**config.mk**
```make
export PLATFORM = sky130hd
export DESIGN_NAME = config_loader
export DESIGN_NICKNAME = d
export VERILOG_FILES = /design/src/rtl/config_loader_pkg.sv /design/src/rtl/config_bit_serializer.sv /design/src/rtl/config_loader.sv
export SDC_FILE = /design/constraint.sdc
export NUM_CORES = 1
export LEC_CHECK = 0
export CAP_MARGIN = 20
export CORE_ASPECT_RATIO = 0.7
export CORE_UTILIZATION = 50
export CTS_BUF_LIST = sky130_fd_sc_hd__clkbuf_8
export DETAILED_ROUTE_END_ITERATION = 8
export GPL_TIMING_DRIVEN = 0
export PLACE_DENSITY = 0.72
export SYNTH_ARGS = -nofsm -noshare
export SYNTH_HDL_FRONTEND = slang
export SYNTH_SLANG_ARGS = --single-unit
export TNS_END_PERCENT = 30
```
**constraint.sdc**
```tcl
create_clock -name clock -period 1.9 [get_ports clock]
set_clock_uncertainty 0.05 [all_clocks]
set_input_delay 0.19 -clock clock [delete_from_list [all_inputs] [get_ports clock]]
set_output_delay 0.19 -clock clock [all_outputs]
set_load 0.1 [all_outputs]
```
**src/rtl/config_loader_pkg.sv**
```systemverilog
// Shared state encoding and sizing helper for the configuration-chain loader.
package config_loader_pkg;

  typedef enum logic [2:0] {
    ST_IDLE,
    ST_CLEAR,
    ST_LOAD,
    ST_SHIFT,
    ST_DONE
  } loader_state_t;

  function automatic int unsigned words_needed(input int unsigned chain, input int unsigned width);
    return (chain + width - 1) / width;
  endfunction

endpackage

```
**src/rtl/config_bit_serializer.sv**
```systemverilog
// Word shift register and per-word bit counter; presents the current bit on a flop.
module config_bit_serializer #(
  parameter int unsigned WORD_WIDTH = 32,
  parameter int unsigned CW         = $clog2(WORD_WIDTH + 1)
) (
  input  logic                  clock,
  input  logic                  reset,
  input  logic                  load,
  input  logic [WORD_WIDTH-1:0] load_data,
  input  logic [CW-1:0]         load_count,
  input  logic                  shift,
  output logic                  bit_out,
  output logic                  empty
);

  logic [WORD_WIDTH-1:0] sr_q, sr_d;
  logic [CW-1:0]         cnt_q, cnt_d;
  logic                  out_q, out_d;

  // Bit 0 goes straight to the output flop; the register holds the bits still to come.
  always_comb begin
    sr_d  = sr_q;
    cnt_d = cnt_q;
    out_d = out_q;
    if (load) begin
      out_d = load_data[0];
      sr_d  = {1'b0, load_data[WORD_WIDTH-1:1]};
      cnt_d = load_count;
    end else if (shift && cnt_q != '0) begin
      out_d = (cnt_q > CW'(1)) ? sr_q[0] : 1'b0;
      sr_d  = {1'b0, sr_q[WORD_WIDTH-1:1]};
      cnt_d = cnt_q - CW'(1);
    end
  end

  always_ff @(posedge clock or posedge reset) begin
    if (reset) begin
      sr_q  <= '0;
      cnt_q <= '0;
      out_q <= 1'b0;
    end else begin
      sr_q  <= sr_d;
      cnt_q <= cnt_d;
      out_q <= out_d;
    end
  end

  assign bit_out = out_q;
  // The bit now on bit_out is the last one of the word (or none is left).
  assign empty   = (cnt_q <= CW'(1));

endmodule

```
**src/rtl/config_loader.sv**
```systemverilog
// Loads host configuration words bit-serially into the fabric configuration chain.
module config_loader
  import config_loader_pkg::*;
#(
  parameter int unsigned CHAIN_LENGTH = 36,
  parameter int unsigned WORD_WIDTH   = 32,
  parameter int unsigned CLEAR_CYCLES = 2
) (
  input  logic                  clock,
  input  logic                  reset,
  input  logic                  start,
  input  logic                  abort,
  input  logic [WORD_WIDTH-1:0] word_data,
  input  logic                  word_valid,
  output logic                  word_ready,
  output logic                  config_out,
  output logic                  config_enable,
  output logic                  config_nreset,
  output logic                  busy,
  output logic                  done
);

  localparam int unsigned RW = $clog2(CHAIN_LENGTH + 1);
  localparam int unsigned CW = $clog2(WORD_WIDTH + 1);
  localparam int unsigned KW = (CLEAR_CYCLES > 1) ? $clog2(CLEAR_CYCLES) : 1;

  loader_state_t state_q, state_d;
  logic [RW-1:0] rem_q, rem_d;
  logic [KW-1:0] clr_q, clr_d;
  logic          ready_q, enable_q, nreset_q, busy_q, done_q;
  logic          accept, ser_shift, ser_empty;
  logic [CW-1:0] load_count;

  assign accept = ready_q && word_valid && !abort;

  always_comb begin
    state_d   = state_q;
    rem_d     = rem_q;
    clr_d     = clr_q;
    ser_shift = 1'b0;
    if (32'(rem_q) >= WORD_WIDTH) load_count = CW'(WORD_WIDTH);
    else                          load_count = CW'(rem_q);
    case (state_q)
      ST_IDLE: begin
        if (start && !abort) begin
          state_d = ST_CLEAR;
          clr_d   = KW'(CLEAR_CYCLES - 1);
        end
      end
      ST_CLEAR: begin
        rem_d = RW'(CHAIN_LENGTH);
        if (clr_q == '0) state_d = ST_LOAD;
        else             clr_d   = clr_q - KW'(1);
      end
      ST_LOAD: begin
        if (accept) state_d = ST_SHIFT;
      end
      ST_SHIFT: begin
        ser_shift = 1'b1;
        if (rem_q != '0) rem_d = rem_q - RW'(1);
        if (ser_empty) state_d = (rem_q <= RW'(1)) ? ST_DONE : ST_LOAD;
      end
      ST_DONE:  state_d = ST_IDLE;
      default:  state_d = ST_IDLE;
    endcase
    if (abort && state_q != ST_IDLE) state_d = ST_IDLE;
  end

  // Outputs are registered from the next state so each flop matches the state it labels.
  always_ff @(posedge clock or posedge reset) begin
    if (reset) begin
      state_q  <= ST_IDLE;
      rem_q    <= '0;
      clr_q    <= '0;
      ready_q  <= 1'b0;
      enable_q <= 1'b0;
      nreset_q <= 1'b0;
      busy_q   <= 1'b0;
      done_q   <= 1'b0;
    end else begin
      state_q  <= state_d;
      rem_q    <= rem_d;
      clr_q    <= clr_d;
      ready_q  <= (state_d == ST_LOAD);
      enable_q <= (state_d == ST_SHIFT);
      nreset_q <= (state_d != ST_CLEAR);
      busy_q   <= (state_d != ST_IDLE);
      done_q   <= (state_d == ST_DONE);
    end
  end

  config_bit_serializer #(
    .WORD_WIDTH (WORD_WIDTH)
  ) u_serializer (
    .clock      (clock),
    .reset      (reset),
    .load       (accept),
    .load_data  (word_data),
    .load_count (load_count),
    .shift      (ser_shift),
    .bit_out    (config_out),
    .empty      (ser_empty)
  );

  assign word_ready    = ready_q;
  assign config_enable = enable_q;
  assign config_nreset = nreset_q;
  assign busy          = busy_q;
  assign done          = done_q;

endmodule

```
==> results.md <==
Outcome:
- The run finished with clean final reports.

Clocking:
- The CTS tree is done.
- The number of buffers created by CTS is 5.
- Counting every sink on the clock net gives 53.
- The clock-pin transition on the worst setup and hold timing paths is around 90 ps.
- The maximum level of the CTS H-tree is 2.
- The number of buffers on the longest clock path is 2.
- At the later pin of the worst-skew pair, clock insertion delay measures approximately 310 ps.
- The number of buffers added to fix hold violations after cts is 0.
- The CTS root buffer is clkbuf_8.

Placed design:
- In this run the cell area measured after placement is 3290 um^2.
- The count of input and output buffers is 42.
- The placer congestion estimate is between 0.8 and 0.9.
- Once placement completed, the tool counted placed cells totaling roughly 390.
- Detailed placement ended at an HPWL of 4.19 mm.

Yosys:
- A synthesized cell averages between 10 and 15 um^2.
- In this run, synthesis produced a sequential element count of 53.
- The cell type with the highest aggregate area in the netlist is dfrtp_1.
- The most used flip-flop cell after synthesis is dfrtp_1.
- The fraction of registers with async set or reset after synthesis is 100%.
- The number of warning messages in the yosys log is 0.
- In the synthesized netlist, the cells that appear most often are dfrtp_1, nand2_1, mux2i_1.
- In this run, distinct cell masters in the synthesized netlist total 45.
- Sorting the synthesized cells by area gives the leading types as dfrtp_1, mux2i_1, o21ai_1.
- The synthesized netlist occupies a cell area of roughly 2800 um^2.
- The most instantiated library cell after synthesis is dfrtp_1.
- The number of nets in the synthesized netlist is between 300 and 400.
- The post-synthesis instance total is ~270.
- The top cell type's share of synthesized area is 48.1%.
- The share of synthesized area occupied by flip-flops and latches is 48.1%.
- Yosys mapped a number of flops with a built-in enable equal to 0.

Detailed routing:
- The final wirelength is around 5.9 mm.
- In this run the remaining antenna-violating nets after routing total 0.
- In the final routed layout, each cell accounts on average for 14.8 um.
- The number of search-and-repair iterations in the first detailed-routing pass is 4.
- The routed via count divided by cell count is 5.39.
- The routed layout has approximately 2,100 vias.
- The first routing iteration left around 120 violations.
- The detailed-route DRC error count is 0.

Critical path:
- For this run, the slowest stage of the critical path takes ~470 ps.
- The worst setup path is of the reg -> reg kind.
- STA classifies the critical path endpoint as a flop.
- The cell family contributing the most delay on the critical path is flip-flops.
- For flop-to-flop paths, the worst setup slack is ~100 ps.
- The worst reg2reg path startpoint is u_serializer.cnt_q[2].
- The worst register-to-register path ends at u_serializer.sr_q[16].
- For the worst flop-to-flop path, the logic depth is 6.
- Walking the worst path, the cells encountered are or3_4, o21a_1, buf_6, buf_12, mux2i_2, o21ai_1.
- The largest fanout on the critical path is 10.
- The startpoint kind of the worst setup timing path is a flop.
- The critical path starts at u_serializer.cnt_q[2].
- The buffers plus inverters on the worst setup path is 2.
- The standard cell with the maximum stage delay on the critical path is dfrtp_1.
- The data arrival time of the worst path is slightly below 2000 ps.
- Data on the critical path is required at its endpoint by 2030 ps.

Final layout:
- Summing all non-filler instances in the final layout gives an area of 3440 um^2.
- The share of post-route cells with drive strength above 1 is 11.0%.
- The area overhead of the layout relative to synthesis is 24.9%.
- The count of inserted antenna diode cells is 0.
- The count of non-filler cells in the finished layout is approximately 400.
- The net count of the finished layout is 367.

Power and ir drop:
- In this run switching power makes up between 30 and 40% of total power.
- The internal portion of the total power is 2.88 mW.
- The static power due to leakage is about 1.4 nW.
- Per report_power, the combinational group accounts for slightly below 40% of the total.
- Summing internal, switching and leakage power gives 4.68 mW.
- Across the VDD grid, the largest voltage drop is about 520 uV.
- Of the total power, the clock network draws about 17%.
- The switching power is around 1.8 mW.
- Dividing total power by cell area gives a power density of between 1000 and 1500 nW/um^2.
- Sequential cells burn between 40% and 50% of the power.

Floorplan:
- The die is around 64 um tall.
- The number of rows created at floorplan is 22.
- The die covers a little under 6000 um^2.
- For this configuration, the core starts out at a cell density of ~52%.
- The core footprint is about 5300 um^2.
- During I/O placement, the number of pins put on the boundary was between 40 and 50.
- The width of the chip is a little over 90 um.

Min path:
- The tightest min-delay check is of the in -> async type.

Global routing:
- The aggregate global routing overflow is 0.
- The initial antenna violation count came to 0.
- The number of global-route vias before repair is approximately 2,000.
- Entering global routing, the biggest net connects 44 pins.
- The wire length of the first global-routing pass is 10.0 mm.
- Across every metal layer, demand over resource in global routing totals 22.4%.

STA:
- Counting I/O delays and the setup requirement, the final critical path takes ~1800 ps.
- The final count of hold timing violations is 0.
- Based on the critical path, the design can be clocked at up to 556 MHz.
- The tightest slew margin relative to the limit is 35.8%.
- The transition time of the tightest slew-check pin is between 900 and 1000 ps.
- Of the available clock period, the critical path in the final layout requires between 90% and 100%.
- The setup-violating endpoint count in the final report is 0.
- The number of pins with negative max-slew slack in the final report came to 0.
- The final total negative setup slack is 0 ps.

Flow run:
- Max-cap violations in this run came to 0.
## flip-flops by register name (all words and copies together) (netlist names)
name and cells:
busy 1, clr_q 1, config_enable 1, config_nreset 1
done 1, rem_q 6, state_q 3, u_serializer.bit_out 1
u_serializer.cnt_q 6, u_serializer.sr_q 31, word_ready 1
## worst reg2reg max path: stages (launching register included)
cell,delay (ps)
dfrtp_1,470
or3_4,410
o21a_1,200
buf_6,140
buf_12,150
mux2i_2,170
o21ai_1,80
## timing repair
item,4_1_cts,5_1_grt
cloned,0,0
endpoints found under the setup margin,10,20
resized for setup,7,6
pin swaps,0,1
buffers inserted,0,2
## metrics by stage
step	setup slack, ps	utilization, %	hold WS (ps)
after global routing	-3.30	65.2	102
final	102	65.2	68.1
after global placement	-802	61.9	471
after floorplan	58.6	-	248
after CTS	34.5	64.3	70.9
after detailed placement	-119	62.2	411
## routing by layer
metal / share of wire (%) / global-route usage, %
met1: 52 / 34.8
met2: 41 / 30.0
met3: 5.0 / 4.76
met4: 1.6 / 8.27
met5: 0 / 0
## cell families (layout without fill, tap and decap cells)
family | after synthesis | count (layout) | synth area share, %
and+or+nand+nor | 88 | 88 | 16.1
buffers and inverters | 27 | 80 | 5.67
muxes | 36 | 36 | 13.2
adders and majority gates | 5 | 5 | 2.27
xor gates and xnor gates | 2 | 2 | 0.908
DFF | 53 | 53 | 48.1
AOI/OAI and AO/OA | 62 | 62 | 13.8
## cell type report
type                    instances  area (um^2)
fillers                       434         1840
flip-flops and latches         53         1330
multi-input cells             193         1290
repair buffers                 45          448
plain buffers                  17          133
well taps                      72         90.1
clock buffers                   6         82.6
inverters                      10         37.5
clock inverters                 2         33.8
## cells in the final DEF, fill, tap and decap left out, types with 5 or more instances in the layout
cell	count
dfrtp_1	51
nand2_1	38
clkdlybuf4s50_1	36
mux2i_1	33
o21ai_1	32
nor2_1	17
a21oi_1	13
inv_1	10
clkbuf_1	8
clkbuf_8	6
dlygate4sd2_1	6
nor3_1	5
## worst max-delay path by stage
stage / endpoint / slack, ps / depth (start not counted)
final: u_serializer.sr_q[16] / 100 / 6
after floorplan: config_enable / 60 / 5
after detailed placement: config_enable / -120 / 6
after global routing: u_serializer.sr_q[16] / -3 / 8
after global placement: word_ready / -800 / 2
after CTS: word_ready / 30 / 6
## power by group through the flow
stage                     Clock, mW  Sequential (mW)  Combinational, mW
after floorplan                   0             2.15               1.21
after CTS                     0.804             2.02               1.81
after global placement            0             2.03               1.74
after detailed placement          0             2.04               1.80
final                         0.787             2.04               1.85
after global routing          0.857             2.11               2.07
No activity file was read; power rests on OpenSTA's default activity.
